==> src/rtl/control_pc_salto_if.sv <==
// Fetch-side PC / branch redirect bundle.
// master drives stall/branch inputs, slave returns pc, flush, status.
interface control_pc_salto_if #(
  parameter int CNT_W = 16
);
  logic             stall_if;
  logic             stall_id;
  logic             es_branch;
  logic             salto;
  logic [31:0]      destino;
  logic [31:0]      pc;
  logic [31:0]      pc_mas4;
  logic             flush_ifid;
  logic             pendiente;
  logic [CNT_W-1:0] cnt_branch;
  logic [CNT_W-1:0] cnt_taken;

  modport master (
    output stall_if, stall_id, es_branch, salto, destino,
    input  pc, pc_mas4, flush_ifid, pendiente,
    input  cnt_branch, cnt_taken
  );

  modport slave (
    input  stall_if, stall_id, es_branch, salto, destino,
    output pc, pc_mas4, flush_ifid, pendiente,
    output cnt_branch, cnt_taken
  );
endinterface

==> src/rtl/control_pc_salto.sv <==
// PC register with ID-stage branch redirect, IF/ID flush, deferred
// redirect under fetch stall, and saturating branch counters.
// Ports: clk, reset (sync, active high), bus (control_pc_salto_if.slave).
module control_pc_salto #(
  parameter logic [31:0] RESET_PC = 32'h0000_0000,
  parameter int          CNT_W    = 16
) (
  input  logic                clk,
  input  logic                reset,
  control_pc_salto_if.slave   bus
);

  typedef enum logic {
    RUN  = 1'b0,
    PEND = 1'b1
  } st_t;

  st_t              state_q, state_d;
  logic [31:0]      pc_q, pc_d;
  logic [31:0]      pend_q, pend_d;
  logic [CNT_W-1:0] cnt_b_q, cnt_t_q;
  logic             flush;

  logic        ev_br;
  logic        ev_taken;
  logic [31:0] tgt;

  // A branch whose operands are not ready has no decision yet.
  assign ev_br    = bus.es_branch & ~bus.stall_id;
  assign ev_taken = ev_br & bus.salto;
  assign tgt      = {bus.destino[31:2], 2'b00};

  always_comb begin
    state_d = state_q;
    pc_d    = pc_q;
    pend_d  = pend_q;
    flush   = 1'b0;
    unique case (state_q)
      RUN: begin
        if (ev_taken) begin
          flush = 1'b1;
          if (bus.stall_if) begin
            pend_d  = tgt;
            state_d = PEND;
          end else begin
            pc_d = tgt;
          end
        end else if (!bus.stall_if) begin
          pc_d = pc_q + 32'd4;
        end
      end
      PEND: begin
        // Keep killing whatever sits in IF/ID until the
        // redirect is finally applied.
        flush = 1'b1;
        if (!bus.stall_if) begin
          pc_d    = pend_q;
          state_d = RUN;
        end
      end
      default: begin
        state_d = RUN;
      end
    endcase
  end

  always_ff @(posedge clk) begin
    if (reset) begin
      state_q <= RUN;
      pc_q    <= RESET_PC;
      pend_q  <= 32'd0;
      cnt_b_q <= '0;
      cnt_t_q <= '0;
    end else begin
      state_q <= state_d;
      pc_q    <= pc_d;
      pend_q  <= pend_d;
      if (state_q == RUN) begin
        if (ev_br && cnt_b_q != '1)
          cnt_b_q <= cnt_b_q + 1'b1;
        if (ev_taken && cnt_t_q != '1)
          cnt_t_q <= cnt_t_q + 1'b1;
      end
    end
  end

  assign bus.pc         = pc_q;
  assign bus.pc_mas4    = pc_q + 32'd4;
  assign bus.flush_ifid = flush & ~reset;
  assign bus.pendiente  = (state_q == PEND) & ~reset;
  assign bus.cnt_branch = cnt_b_q;
  assign bus.cnt_taken  = cnt_t_q;

endmodule

==> src/flat_wrapper.sv <==
// flat-port wrapper written by rule: the top's interface ports become plain ports
module control_pc_salto_flat 
#(
  parameter logic [31:0] RESET_PC = 32'h0000_0000,
  parameter int          CNT_W    = 16
)
  (clk, reset, bus_stall_if, bus_stall_id, bus_es_branch, bus_salto, bus_destino, bus_pc, bus_pc_mas4, bus_flush_ifid, bus_pendiente, bus_cnt_branch, bus_cnt_taken);
  control_pc_salto_if #(.CNT_W(CNT_W)) bus_i ();
  input  logic clk;
  input  logic reset;
  input wire logic [$bits(bus_i.stall_if)-1:0] bus_stall_if;
  input wire logic [$bits(bus_i.stall_id)-1:0] bus_stall_id;
  input wire logic [$bits(bus_i.es_branch)-1:0] bus_es_branch;
  input wire logic [$bits(bus_i.salto)-1:0] bus_salto;
  input wire logic [$bits(bus_i.destino)-1:0] bus_destino;
  output wire logic [$bits(bus_i.pc)-1:0] bus_pc;
  output wire logic [$bits(bus_i.pc_mas4)-1:0] bus_pc_mas4;
  output wire logic [$bits(bus_i.flush_ifid)-1:0] bus_flush_ifid;
  output wire logic [$bits(bus_i.pendiente)-1:0] bus_pendiente;
  output wire logic [$bits(bus_i.cnt_branch)-1:0] bus_cnt_branch;
  output wire logic [$bits(bus_i.cnt_taken)-1:0] bus_cnt_taken;
  assign bus_i.stall_if = bus_stall_if;
  assign bus_i.stall_id = bus_stall_id;
  assign bus_i.es_branch = bus_es_branch;
  assign bus_i.salto = bus_salto;
  assign bus_i.destino = bus_destino;
  assign bus_pc = bus_i.pc;
  assign bus_pc_mas4 = bus_i.pc_mas4;
  assign bus_flush_ifid = bus_i.flush_ifid;
  assign bus_pendiente = bus_i.pendiente;
  assign bus_cnt_branch = bus_i.cnt_branch;
  assign bus_cnt_taken = bus_i.cnt_taken;
  control_pc_salto #(.RESET_PC(RESET_PC), .CNT_W(CNT_W)) u_core (.clk(clk), .reset(reset), .bus(bus_i));
endmodule
==> config.mk <==
export PLATFORM = sky130hd
export DESIGN_NAME = control_pc_salto_flat
export DESIGN_NICKNAME = d
export VERILOG_FILES = /design/src/rtl/control_pc_salto_if.sv /design/src/rtl/control_pc_salto.sv /design/src/flat_wrapper.sv
export SDC_FILE = /design/constraint.sdc
export NUM_CORES = 1
export LEC_CHECK = 0
export CORE_ASPECT_RATIO = 0.7
export CORE_MARGIN = 10
export CORE_UTILIZATION = 49
export DETAILED_ROUTE_END_ITERATION = 8
export PLACE_DENSITY_LB_ADDON = 0.3
export SYNTH_ARGS = -nofsm -noshare
export SYNTH_HDL_FRONTEND = slang
export SYNTH_SLANG_ARGS = --single-unit
==> constraint.sdc <==
create_clock -name clk -period 2.4 [get_ports clk]
set_input_delay 0.48 -clock clk [delete_from_list [all_inputs] [get_ports clk]]
set_output_delay 0.48 -clock clk [all_outputs]
set_load 0.05 [all_outputs]
# Word-level counts from Yosys, hierarchy flattened
# Cells that the tools add are included.
[totals]
regBits = 95
inputBits = 38
elab_cells = 35
[op_classes]
addsub = 3
eq_ne = 4
n_mux = 10
bitwise_logic = 7
reduce_logical = 6
[op_table]
columns = ["operator", "n"]
rows = [
  ["32-bit two-way mux", 4],
  ["32-bit case mux with 2 select lines", 1],
  ["16-bit by 1-bit adder with 16-bit output, second input constant", 2],
  ["32-bit by 3-bit adder with 32-bit output, second input constant", 1],
  ["16-bit != test, second input constant", 2],
  ["2-bit AND reduction", 3],
  ["1-bit bitwise AND", 4],
  ["2-bit != test, second input constant", 2],
  ["1-bit case mux with 2 select lines", 2],
  ["1-bit two-way mux", 3],
  ["1-bit inverter", 3],
  ["3-bit AND reduction", 1],
  ["1-bit logical AND", 2],
]

# Depth between registers and ports, before layout
[depth]
word_depth = 6
depth_mapped = 7
depth_no_buf = 6

# Worst setup path after synthesis
# No wires, ideal clock.
[synth_path]
path_type = "reg-to-output"
start = "reg u_core.pc_q[2] (netlist: u_core.bus.pc[2])"
end = "out bus_pc_mas4[27]"
arrival_ns = 2.678
t_required_ns = 1.920
slack_ns = -0.758
stages_incl_launch_ff = 7
n_path_buf = 1
cell_sequence = "dfxtp_1 -> and3_1 -> clkbuf_1 -> nand2_1 -> nor4_4 -> nand3_1 -> xnor2_1"
[synth_between]
elab_chain_cells = 1
[synth_rtl]
columns = ["element", "line_no", "text"]
rows = [
  ["start: declaration", "control_pc_salto.sv:19", "logic [31:0] pc_q, pc_d;"],
  ["start signal: assignment", "control_pc_salto.sv:76", "pc_q <= pc_d;"],
  ["32-bit by 3-bit adder with 32-bit output", "control_pc_salto.sv:88", "assign bus.pc_mas4 = pc_q + 32'd4;"],
  ["end: declaration", "flat_wrapper.sv:17", "output wire logic [$bits(bus_i.pc_mas4)-1:0] bus_pc_mas4;"],
]
# No other way between the ends.

# Worst setup path after layout
[layout_path]
start = "reg u_core.pc_q[13] (netlist: u_core.bus.pc[13])"
end = "out bus_pc_mas4[18]"
# Same word-level chain as after synthesis.

==> flow_metrics.tcl <==
set metrics [dict create \
    status "finished, violations left" \
    violations "negative setup slack" \
    numPortBuffers 129 \
    cellPowerDensity_nw_per_um2 498.0 \
    start_util_pct 49.68 \
    drtIter0Drc 569 \
    grt_use_total_pct 24.03 \
    drv_cap 0 \
    area.sequential_sq_um 1948 \
    ir_drop_mv 0.3215 \
    grt_pass1_vias 5724 \
    synth_area_leaders "dfxtp_1, nand2_1, a21oi_1" \
    clock_path_buffers 2 \
    finish.utilization_pct 79.03 \
    drv_slew 0 \
    dr.pass1.iters 5 \
    pwr-share-comb_pct 25.3 \
    p_clk_share_pct 33.9 \
    totalWireLength_mm 19.12 \
    crit_fanout 6 \
    clk_latency_ns 0.35 \
    clock-sinks 93 \
    grt_overflow 0 \
    synth_edf_count 0 \
    final_common_cell "clkdlybuf4s50_1" \
    p_int_mw 2.786 \
    max_freq_ghz 0.3916 \
    dieWidth_um 141.8 \
    dieArea_sq_um 14920 \
    synth_cells 642 \
    area_growth_pct 59.08 \
    clock_skew_ns 0.005665 \
    tritoncts "built" \
    timing.hold.ws_ns 0.4599 \
    placedCellCount 917 \
    cp.required_ns 1.92 \
    synth_top_area_share_pct 36.60 \
    synth.avg_cell_area_sq_um 7.924 \
    p_sw_mw 1.244 \
    ff2ff_setup_slack_ns 0.20 \
    multi_input_area_sq_um 3317 \
    fillCellCount 687 \
    path_clk_slew_ns 0.06 \
    worst_slack_ns -0.1535 \
    slew_headroom_pct 59.05 \
    dpl_worst_slack_ns -0.1189 \
    power_mw 4.030 \
    final.setup.tns_ns -0.9751 \
    wl_per_cell_um 19.81 \
    drc_errors 0 \
    worstSetupPathType "reg2out" \
    cts-htree-levels 3 \
    die_y_um 105.3 \
    endpoint_kind "output port" \
    cp.arrival_ns 2.07 \
    grt_pass1_wl_mm 29.58 \
    rsz0062_at_grt "true" \
    cts_buffers 9 \
    antenna_cells 0 \
    hold_viol_final 0 \
    coreArea_sq_um 10240 \
    cts_root_buf "clkbuf_16" \
    yosys_most_used_dff "dfxtp_1" \
    synth.yosys.seq_area_share_pct 36.60 \
    nNetsFinal 870 \
    fin_crit_sh_pct 106.4 \
    yosysUniqueCellTypes 66 \
    yosys_warnings 0 \
    grt_max_degree 33 \
    rows 31 \
    place_hpwl_mm 13.28 \
    ys_ff_latch 93 \
    setup_viol 14 \
    seq_power_share_pct 40.8 \
    min_period_ns 2.554 \
    p_leak_nw 3.041 \
    dpl-instance-area_sq_um 7284 \
    place_congestion 0.9413 \
    worstMarginPinSlew_ns 0.6087 \
    swShare_pct 30.86 \
    syn_area_sq_um 5087 \
    hold_class "reg2reg" \
    design_area_sq_um 8093 \
    yosysTopAreaCell "dfxtp_1" \
    crit_path_start_kind "register" \
    antenna_found_initial 0 \
    drive_gt1_share_pct 27.37 \
    final_cell_mix "clkdlybuf4s50_1, nand2_1, buf_4, dfxtp_1, a21oi_1" \
    stdcell_count 965 \
    vias 5816 \
    drtAntennaViolNets 0 \
    viasPerCell 6.027 \
    hold_buffers 0 \
    async_reset_ff_share_pct 0 \
    io_pins 136 \
]
==> cell type report <==
class | count | area share, %
Multi-Input combinational cell | 478 | 40.99
Timing Repair Buffer | 223 | 28.34
Sequential cell | 93 | 24.07
Clock buffer | 14 | 3.386
Tap cell | 132 | 2.041
Inverter | 24 | 1.113
Clock inverter | 1 | 0.06184
==> cell usage after synthesis (4+ instances only) <==
| library cell | n |
|---|---|
| a211oi_1 | 5 |
| a21oi_1 | 57 |
| a221o_1 | 7 |
| a221oi_1 | 27 |
| and3_1 | 6 |
| and4_1 | 8 |
| buf_2 | 5 |
| buf_4 | 5 |
| clkbuf_1 | 35 |
| dfxtp_1 | 93 |
| inv_1 | 24 |
| mux2i_1 | 9 |
| nand2_1 | 92 |
| nand3_1 | 19 |
| nand4_1 | 16 |
| nor2_1 | 55 |
| nor2b_1 | 6 |
| nor3_1 | 20 |
| nor4_1 | 8 |
| nor4_2 | 4 |
| o211ai_1 | 4 |
| o21ai_0 | 18 |
| o22ai_1 | 4 |
| or2_2 | 4 |
| or3_1 | 8 |
| xnor2_1 | 26 |
| xor2_1 | 13 |
==> power groups by stage <==
stage / Combinational (mW) / Clock, mW / Sequential [mW]
after floorplan: 0.405 / 0 / 1.82
after global placement: 0.926 / 0 / 1.68
after detailed placement: 0.944 / 0 / 1.68
after CTS: 0.992 / 1.38 / 1.64
after global routing: 1.07 / 1.44 / 1.65
final: 1.02 / 1.37 / 1.64
==> worst max-delay path: stages, from the launching register on <==
cell     delay [ns]
dfxtp_4        0.35
and4_4         0.27
nand4_4        0.20
buf_4          0.20
o31a_1         0.30
or2_4          0.26
buf_8          0.15
==> kinds of logic after synthesis <==
logic type | count (synthesis) | share of synthesized area (%)
other cells | 1 | 0.07371
simple gates | 266 | 26.98
mux | 9 | 1.771
xor+xnor | 39 | 6.714
compound gates | 157 | 21.00
buf+inv | 74 | 6.124
fa+ha+maj | 3 | 0.7379
flops | 93 | 36.60
==> what timing repair did <==
item	in CTS	in global routing
setup endpoints to repair	21	23
pin swaps	24	18
resized for setup	37	26
setup buffers	25	8
==> flip-flops by register name, indices dropped and copies added, names as in the netlist <==
name                   flops
u_core.state_q             1
u_core.bus.cnt_branch     16
u_core.bus.cnt_taken      16
u_core.pend_q             30
u_core.bus.pc             30
==> layer usage <==
metal	vias up	GRT usage [%]	routed length, um
met5	-	0	0
met4	0	8.806	430
met3	39	6.771	1640
met2	297	39.96	9340
met1	2795	29.00	7709
li1	2685	-	-
==> worst paths after layout <==
path	from	to	depth (start not counted)
max	u_core.bus.pc[13]$_SDFFE_PP0P_	bus_pc_mas4[18]	6
min	u_core.pend_q[24]$_SDFFE_PP0P_	u_core.pend_q[24]$_SDFFE_PP0P_	2
max reg2reg	u_core.bus.pc[13]$_SDFFE_PP0P_	u_core.bus.pc[28]$_SDFFE_PP0P_	9
min reg2reg	u_core.pend_q[24]$_SDFFE_PP0P_	u_core.pend_q[24]$_SDFFE_PP0P_	2
(Power assumes the default switching activity.)
